### config.mk
export PLATFORM = sky130hd
export DESIGN_NAME = fll_cfg_ctrl
export DESIGN_NICKNAME = d
export VERILOG_FILES = /design/src/rtl/fll_cfg_ctrl.sv
export SDC_FILE = /design/constraint.sdc
export NUM_CORES = 1
export LEC_CHECK = 0
export CAP_MARGIN = 20
export CORE_MARGIN = 5
export CORE_UTILIZATION = 34
export CTS_CLUSTER_SIZE = 20
export DETAILED_ROUTE_END_ITERATION = 16
export HOLD_SLACK_MARGIN = 0.15
export PLACE_DENSITY = 0.72
export SLEW_MARGIN = 20
export SYNTH_ARGS = -nofsm -noshare
export SYNTH_HDL_FRONTEND = slang
export SYNTH_SLANG_ARGS = --single-unit
### constraint.sdc
create_clock -name clk_i -period 2.1 [get_ports clk_i]
set_input_delay 0.21 -clock clk_i [delete_from_list [all_inputs] [get_ports clk_i]]
set_output_delay 0.21 -clock clk_i [all_outputs]
set_load 0.01 [all_outputs]
### src/rtl/fll_cfg_ctrl.sv
// fll_cfg_ctrl: owns the FLL configuration port. After reset it writes two
// boot words, waits for lock (with a timeout), switches the clock mux over to
// the FLL and then serves single software transactions on the same port.
module fll_cfg_ctrl #(
  parameter logic [31:0] BOOT_CFG1    = 32'h0000_0000,
  parameter logic [31:0] BOOT_CFG2    = 32'h0000_0000,
  parameter logic [15:0] LOCK_TIMEOUT = 16'd4096,
  parameter bit          AUTO_BOOT    = 1'b1
) (
  input  logic        clk_i,
  input  logic        rstn_i,
  input  logic        sw_req_i,
  input  logic        sw_wrn_i,
  input  logic [1:0]  sw_add_i,
  input  logic [31:0] sw_data_i,
  output logic        sw_gnt_o,
  output logic [31:0] sw_rdata_o,
  output logic        fll_req_o,
  output logic        fll_wrn_o,
  output logic [1:0]  fll_add_o,
  output logic [31:0] fll_data_o,
  input  logic        fll_ack_i,
  input  logic [31:0] fll_r_data_i,
  input  logic        fll_lock_i,
  output logic        clk_sel_o,
  output logic        boot_done_o,
  output logic        lock_err_o
);

  typedef enum logic [2:0] {
    ST_BOOT1, ST_BOOT2, ST_WAIT_LOCK, ST_IDLE, ST_REQ, ST_REL
  } state_t;

  typedef enum logic [1:0] {
    OWN_BOOT1, OWN_BOOT2, OWN_SW
  } owner_t;

  localparam state_t RESET_STATE = AUTO_BOOT ? ST_BOOT1 : ST_IDLE;
  localparam logic   RESET_DONE  = AUTO_BOOT ? 1'b0 : 1'b1;

  logic ack_meta, ack_s;
  logic lock_meta, lock_s;

  state_t      state_q, state_d;
  owner_t      owner_q, owner_d;
  logic        req_q, req_d;
  logic        wrn_q, wrn_d;
  logic [1:0]  add_q, add_d;
  logic [31:0] data_q, data_d;
  logic [31:0] cap_q, cap_d;
  logic [15:0] cnt_q, cnt_d;
  logic        gnt_q, gnt_d;
  logic [31:0] sw_rdata_q, sw_rdata_d;
  logic        clk_sel_q, clk_sel_d;
  logic        done_q, done_d;
  logic        err_q, err_d;

  // Two-flop synchronisers for the FLL-domain ack and lock signals
  always_ff @(posedge clk_i or negedge rstn_i) begin
    if (!rstn_i) begin
      ack_meta  <= 1'b0;
      ack_s     <= 1'b0;
      lock_meta <= 1'b0;
      lock_s    <= 1'b0;
    end else begin
      ack_meta  <= fll_ack_i;
      ack_s     <= ack_meta;
      lock_meta <= fll_lock_i;
      lock_s    <= lock_meta;
    end
  end

  // State register plus all registered outputs; everything resets asynchronously
  always_ff @(posedge clk_i or negedge rstn_i) begin
    if (!rstn_i) begin
      state_q    <= RESET_STATE;
      owner_q    <= OWN_BOOT1;
      req_q      <= 1'b0;
      wrn_q      <= 1'b1;
      add_q      <= 2'd0;
      data_q     <= 32'h0;
      cap_q      <= 32'h0;
      cnt_q      <= 16'd0;
      gnt_q      <= 1'b0;
      sw_rdata_q <= 32'h0;
      clk_sel_q  <= 1'b0;
      done_q     <= RESET_DONE;
      err_q      <= 1'b0;
    end else begin
      state_q    <= state_d;
      owner_q    <= owner_d;
      req_q      <= req_d;
      wrn_q      <= wrn_d;
      add_q      <= add_d;
      data_q     <= data_d;
      cap_q      <= cap_d;
      cnt_q      <= cnt_d;
      gnt_q      <= gnt_d;
      sw_rdata_q <= sw_rdata_d;
      clk_sel_q  <= clk_sel_d;
      done_q     <= done_d;
      err_q      <= err_d;
    end
  end

  // Next-state logic: boot writes, lock wait, then the shared four-phase handshake
  always_comb begin
    state_d    = state_q;
    owner_d    = owner_q;
    req_d      = req_q;
    wrn_d      = wrn_q;
    add_d      = add_q;
    data_d     = data_q;
    cap_d      = cap_q;
    cnt_d      = cnt_q;
    gnt_d      = 1'b0;
    sw_rdata_d = sw_rdata_q;
    clk_sel_d  = clk_sel_q;
    done_d     = done_q;
    err_d      = err_q;

    case (state_q)
      ST_BOOT1: begin
        if (!ack_s) begin
          req_d   = 1'b1;
          wrn_d   = 1'b0;
          add_d   = 2'd1;
          data_d  = BOOT_CFG1;
          owner_d = OWN_BOOT1;
          state_d = ST_REQ;
        end
      end
      ST_BOOT2: begin
        if (!ack_s) begin
          req_d   = 1'b1;
          wrn_d   = 1'b0;
          add_d   = 2'd2;
          data_d  = BOOT_CFG2;
          owner_d = OWN_BOOT2;
          state_d = ST_REQ;
        end
      end
      ST_REQ: begin
        if (ack_s) begin
          req_d   = 1'b0;
          cap_d   = fll_r_data_i;
          state_d = ST_REL;
        end
      end
      ST_REL: begin
        if (!ack_s) begin
          case (owner_q)
            OWN_BOOT1: state_d = ST_BOOT2;
            OWN_BOOT2: begin
              cnt_d   = LOCK_TIMEOUT;
              state_d = ST_WAIT_LOCK;
            end
            default: begin
              gnt_d = 1'b1;
              if (wrn_q) begin
                sw_rdata_d = cap_q;
              end
              state_d = ST_IDLE;
            end
          endcase
        end
      end
      ST_WAIT_LOCK: begin
        if (lock_s) begin
          clk_sel_d = 1'b1;
          done_d    = 1'b1;
          state_d   = ST_IDLE;
        end else if (cnt_q == 16'd0) begin
          err_d   = 1'b1;
          done_d  = 1'b1;
          state_d = ST_IDLE;
        end else begin
          cnt_d = cnt_q - 16'd1;
        end
      end
      ST_IDLE: begin
        if (sw_req_i && !ack_s) begin
          req_d   = 1'b1;
          wrn_d   = sw_wrn_i;
          add_d   = sw_add_i;
          data_d  = sw_data_i;
          owner_d = OWN_SW;
          state_d = ST_REQ;
        end
      end
      default: state_d = ST_IDLE;
    endcase
  end

  assign sw_gnt_o    = gnt_q;
  assign sw_rdata_o  = sw_rdata_q;
  assign fll_req_o   = req_q;
  assign fll_wrn_o   = wrn_q;
  assign fll_add_o   = add_q;
  assign fll_data_o  = data_q;
  assign clk_sel_o   = clk_sel_q;
  assign boot_done_o = done_q;
  assign lock_err_o  = err_q;

endmodule

==> results of run 1 <==
[power groups by stage]
stage	Sequential, mW	Clock [mW]	Combinational [mW]
3_5_place_dp	3.60	0	2.49
3_3_place_gp	3.55	0	2.40
4_1_cts	3.56	2.75	2.58
5_1_grt	3.65	2.86	2.89
2_1_floorplan	3.55	0	1.44
6_report	3.56	2.68	2.63
[final timing paths]
kind,slack [ns],to,from,cells past startpoint
worst max-delay path,0.006,cnt_q[12],cnt_q[6],5
worst min-delay path,0.21,lock_meta,rstn_i,2
worst max register to register,0.006,cnt_q[12],cnt_q[6],5
worst min register to register,0.35,ack_s,ack_meta,0
max in group asynchronous,1.21,fll_wrn_o,rstn_i,3
min in group clk_i,0.24,ack_meta,fll_ack_i,1
[placed cells by master, fill, tap and decap left out, types with 5 or more instances in the layout]
cell type        instances
clkdlybuf4s50_1        142
dfrtp_1                127
nand2_1                 81
mux2_2                  64
nand3_1                 37
buf_4                   27
clkbuf_16               17
o21ai_0                 13
nor2_1                  10
a21oi_1                  9
clkbuf_8                 6
inv_1                    5
[timing repair]
item,4_1_cts,5_1_grt
setup endpoints to repair,5,40
hold buffers,1,0
resized for setup,1,9
pin swaps,0,1
endpoints found under the hold margin,128,0
setup buffers,3,3
[critical path, stage by stage (launching register included)]
cell	delay [ns]
dfrtp_1	0.39
or4_4	0.55
or4_4	0.48
buf_4	0.19
o31ai_1	0.23
nand3_1	0.11
[layout make-up]
class / instances / share of cell area [%]
Tap cell: 188 / 3.07
Timing Repair Buffer: 173 / 22.0
Sequential cell: 129 / 42.2
Multi-Input combinational cell: 280 / 25.3
Clock buffer: 25 / 6.74
Inverter: 5 / 0.245
Clock inverter: 5 / 0.360
[state kept, by name, indices dropped and copies added, names as in the netlist, 2 cells and up]
register and flops:
cap_q 32, cnt_q 16, fll_add_o 2, fll_data_o 32
owner_q 2, state_q 3, sw_rdata_o 32
[routing by layer]
metal | GRT usage, % | up-vias | part of all wire, % | routed length [um]
li1 | - | 1866 | - | -
met1 | 18.0 | 1958 | 43 | 5440
met2 | 23.5 | 117 | 48 | 6120
met3 | 6.86 | 15 | 7.8 | 993
met4 | 3.71 | 0 | 1.1 | 142
met5 | 0 | - | 0 | 0
[through the flow]
stage | utilization [%] | worst slack [ns]
after floorplan | - | -0.00367
after global placement | 46.2 | 0.0399
after detailed placement | 46.2 | -0.0375
after CTS | 50.1 | 0.0236
after global routing | 50.5 | -0.0325
final | 50.5 | 0.00552
[logic make-up after synthesis]
logic type | count (synthesis)
muxes | 66
adders and majority gates | 1
xor gates and xnor gates | 3
DFF | 129
and+or+nand+nor | 166
buffers and inverters | 26
AOI/OAI and AO/OA | 44
==> results_dict.tcl, run 1 <==
set metrics [dict create \
    status "complete, no violations" \
    crit_type "reg2reg" \
    path_max_fanout 7 \
    fin_crit_ns 2.09 \
    clkPwrFrac_pct 30.2 \
    clk-insertion-delay-late_ns 0.41 \
    ys_top_cells_by_area "dfrtp_1 (61%), mux2_2 (14%), nand2_1 (5.8%)" \
    die_width_um 134 \
    grt_first_pass_wirelength_um 21100 \
    dr.pass1.iters 4 \
    vdd_drop_max_v 0.000918 \
    layout-drive-gt1-share_pct 23.7 \
    fin_crit_sh_pct 99.7 \
    cts_tree "yes" \
    cts_root_buf "clkbuf_16" \
    ys_warn_count 0 \
    stdcell_area_um2 7650 \
    synth_top_family_by_area "simple AND/OR/NAND/NOR gates" \
    post_dp_cell_area_um2 7000 \
    syn_area_um2 5220 \
    syn_inst 435 \
    row_count 45 \
    drv_slew 0 \
    grt_max_degree 80 \
    internal_power_mw 6.19 \
    clock_skew_ns 0.00535 \
    netSwitchingFraction_pct 30.2 \
    wirelength_um 12700 \
    ys_seq_elements 129 \
    syn_area_per_cell_um2 12.0 \
    drc_errors 0 \
    vias_per_cell 4.91 \
    cts_max_level 4 \
    hold_path.class "in2async" \
    setup-tns-final_ns 0 \
    synth-xor-area-share_pct 0.503 \
    synth_mux_area_share_pct 14.2 \
    cts.sinks 129 \
    rsz0062_at_grt "yes" \
    gr-total-overflow 0 \
    hold_viol_final 0 \
    tightest_slew_ns 0.466 \
    final_antenna_net_count 0 \
    maxSlewHeadroom_pct 68.8 \
    coreArea_um2 15100 \
    drt_iter0_drc 174 \
    yosysSeqAreaShare_pct 61.8 \
    syn_nets 508 \
    nets 679 \
    synthSimpleGateAreaFrac_pct 15.2 \
    combPwrFrac_pct 29.6 \
    yosysMostFrequentCell "dfrtp_1" \
    register_area_um2 3230 \
    ys_async_sr_fraction_pct 100 \
    vias 3956 \
    place_congestion 0.819 \
    dp_hpwl_um 8860 \
    cap_violations 0 \
    synthFlopType "dfrtp_1" \
    netlist_top_cells_count "dfrtp_1 (128), nand2_1 (81), mux2_2 (64), nand3_1 (37)" \
    multi_input_area_um2 1940 \
    seqPwrFrac_pct 40.2 \
    fmax_mhz 477 \
    ios 144 \
    io_buffers 143 \
    cts-buffers-inserted 17 \
    clk_pin_slew_ns 0.05 \
    yosys.cell_types.count 47 \
    diodes 0 \
    antenna_found_initial 0 \
    synth_top_area_share_pct 61.3 \
    total_power_mw 8.87 \
    gr-usage-all-layers_pct 14.7 \
    synth_top_area_cell "dfrtp_1" \
    synth_edf_count 0 \
    n_fill_cell 1310 \
    final_cells 805 \
    synth-compound-area-share_pct 5.73 \
    leakagePower_nw 3.47 \
    p_sw_mw 2.68 \
    pwr_density_cell_nw_per_um2 1160 \
    wl_per_cell_um 15.8 \
    dp_cells 768 \
    required_ns 2.37 \
    area.growth.synth_to_final_pct 46.5 \
    initial_core_util_pct 34.5 \
    clk_path_buf_depth 2 \
    crit_path_start_kind "register" \
    cp.arrival_ns 2.37 \
    die_h_um 134 \
    die_area_um2 17900 \
    critPathCaptureType "register" \
    grt_pass1_vias 4197 \
    setup_violations 0 \
    synth_fa_ha_area_share_pct 0.240 \
    hold_slack_ns 0.206 \
]
(Power assumes the default switching activity.)
==> run 2: changes to the inputs <==
--- a/config.mk
+++ b/config.mk
@@ -11,7 +11,7 @@
 export CTS_CLUSTER_SIZE = 20
 export DETAILED_ROUTE_END_ITERATION = 16
 export HOLD_SLACK_MARGIN = 0.15
-export PLACE_DENSITY = 0.72
+export PLACE_DENSITY = 0.68
 export SLEW_MARGIN = 20
 export SYNTH_ARGS = -nofsm -noshare
 export SYNTH_HDL_FRONTEND = slang
==> constraint.sdc (replaced) <==
create_clock -name clk_i -period 2.1 [get_ports clk_i]
set_input_delay 0.21 -clock clk_i [delete_from_list [all_inputs] [get_ports clk_i]]
set_output_delay 0.21 -clock clk_i [all_outputs]
set_load 0.02 [all_outputs]
==> run 2 against run 1 <==
  * Clock power is 16% higher
  * Largest power group unchanged
  * Via count shrank 0.58%
  * Critical endpoint is now cnt_q[13]
  * Wire length shrank 0.64%
  * Sequential share of layout area shrank 0.50 points
  * Core utilization up 0.59 points
  * Non-clock buffer count down 2
  * Setup slack lost 0.0049 ns
  * Clock skew rose by 0.0058 ns
  * Cell count is the same
  * Clock-buffer cell count is 1 higher
  * Worst hold slack better by 0.033 ns
==> results_dict.tcl, run 2 (same netlist as run 1, synthesis figures left out) <==
set metrics [dict create \
    diodes 0 \
    setup_violations 0 \
    die_h_um 134 \
    whs_endpoint "ack_meta" \
    clk_pin_slew_ns 0.05 \
    clock_skew_ns 0.0112 \
    n_fill_cell 1293 \
    min_from "fll_ack_i" \
    clk_path_buf_depth 2 \
    dp_cells 772 \
    row_count 45 \
    final_cells 805 \
    coreArea_um2 15100 \
    final_cell_mix "clkdlybuf4s50_1 (142), dfrtp_1 (128), nand2_1 (81), mux2_2 (64), nand3_1 (37)" \
    finalCoreUtilization_pct 51.1 \
    r2r-start "cnt_q[6]" \
    crit_type "reg2reg" \
    crit_path_max_incr_delay_ns 0.57 \
    regToRegSetupSlack_ns 0.0006 \
    hold_viol_final 0 \
    hold-path-cell-count 1 \
    tightest_slew_ns 0.495 \
    maxSlewHeadroom_pct 67.0 \
    path_delay_family "simple AND/OR/NAND/NOR gates" \
    cts.sinks 129 \
    ff2ff_path_depth 4 \
    drv_slew 0 \
    antenna_found_initial 0 \
    hold_path.class "in2reg" \
    dp_hpwl_um 8950 \
    slowest_stage "or4_4" \
    grt_first_pass_wirelength_um 21000 \
    cap_violations 0 \
    clk-insertion-delay-late_ns 0.41 \
    pwr_density_cell_nw_per_um2 1210 \
    status "complete, no violations" \
    setup-tns-final_ns 0 \
    fin_crit_sh_pct 100 \
    vias 3933 \
    rsz0062_at_grt "yes" \
    path_buf_inv 0 \
    critPathMostFrequentCell "or4_4" \
    stdcell_area_um2 7740 \
    final_common_cell "clkdlybuf4s50_1" \
    final_antenna_net_count 0 \
    cts_root_buf "clkbuf_16" \
    required_ns 2.43 \
    layout-drive-gt1-share_pct 23.0 \
    drc_errors 0 \
    path_max_fanout 7 \
    post_dp_cell_area_um2 7050 \
    vias_per_cell 4.89 \
    io_buffers 143 \
    fmax_mhz 476 \
    wirelength_um 12600 \
    gr-usage-all-layers_pct 14.7 \
    ios 144 \
    nets 677 \
    critical_path.cell_chain "or4_4 > or4_4 > or4_4 > a21oi_2" \
    grt_pass1_vias 4234 \
    cp.arrival_ns 2.43 \
    drt_iter0_drc 251 \
    die_width_um 134 \
    initial_core_util_pct 34.5 \
    vdd_drop_max_v 0.000628 \
    cts_max_level 4 \
    place_congestion 0.849 \
    critPathCaptureType "register" \
    die_area_um2 17900 \
    wl_per_cell_um 15.7 \
    area.growth.synth_to_final_pct 48.2 \
    cts-buffers-inserted 17 \
    grt_max_degree 53 \
    gr-total-overflow 0 \
    r2r_end "cnt_q[13]" \
    post_cts_buffers 0 \
    cts_tree "yes" \
    crit_path_start_kind "register" \
    dr.pass1.iters 5 \
    leakagePower_nw 3.52 \
    fin_crit_ns 2.10 \
]
[run 2: timing repair]
| action | 4_1_cts | 5_1_grt |
|---|---|---|
| gates resized for setup | 4 | 6 |
| pin swaps | 0 | 0 |
| endpoints found under the setup margin | 2 | 6 |
| endpoints found under the hold margin | 34 | 0 |
| hold buffers | 1 | 0 |
[run 2: cell type report]
cell class              count  area, um^2  area share, %
multi-input cells         280        1930           25.0
flip-flops and latches    129        3230           41.7
clock buffers              26         499           6.45
well taps                 188         235           3.04
clock inverters             6         130           1.68
repair buffers            171        1690           21.9
inverters                   5        18.8          0.243
[run 2: worst reg2reg max path, cell delays in order (launching register included)]
cell     delay, ns
dfrtp_1       0.37
or4_4         0.57
or4_4         0.49
or4_4         0.44
a21oi_2       0.15
[run 2: power breakdown]
part | internal (mW) | switching (mW) | total, mW | leakage (nW)
Combinational | 1.35 | 1.35 | 2.71 | 1.53
Clock | 2.11 | 1.01 | 3.12 | 0.309
Sequential | 3.13 | 0.410 | 3.54 | 1.68
Total | 6.60 | 2.77 | 9.37 | 3.52
[run 2: worst max path at each step]
stage / from / endpoint / depth (start not counted)
2_1_floorplan: cnt_q[6] / cnt_q[13] / 5
4_1_cts: cnt_q[6] / cnt_q[13] / 4
3_3_place_gp: cnt_q[6] / cnt_q[13] / 4
5_1_grt: cnt_q[0] / cnt_q[6] / 8
3_5_place_dp: cnt_q[6] / cnt_q[14] / 4
6_report: cnt_q[6] / cnt_q[13] / 4
[run 2: stage by stage]
step	power, mW	hold WS [ns]	setup slack, ns
floorplan	5.11	-0.0856	-0.00367
global placement	6.11	0.204	0.0785
detailed placement	6.26	0.212	-0.0225
CTS	9.47	0.223	0.0000804
global route	9.93	0.219	-0.0492
finish	9.37	0.239	0.000576
[run 2: per-layer routing]
metal | track usage, % | up-vias | share of wire (%)
met5 | 0 | - | 0
met4 | 5.71 | 0 | 1.6
met3 | 5.89 | 18 | 7.4
met2 | 23.7 | 119 | 49
met1 | 17.6 | 1925 | 42
li1 | - | 1871 | -
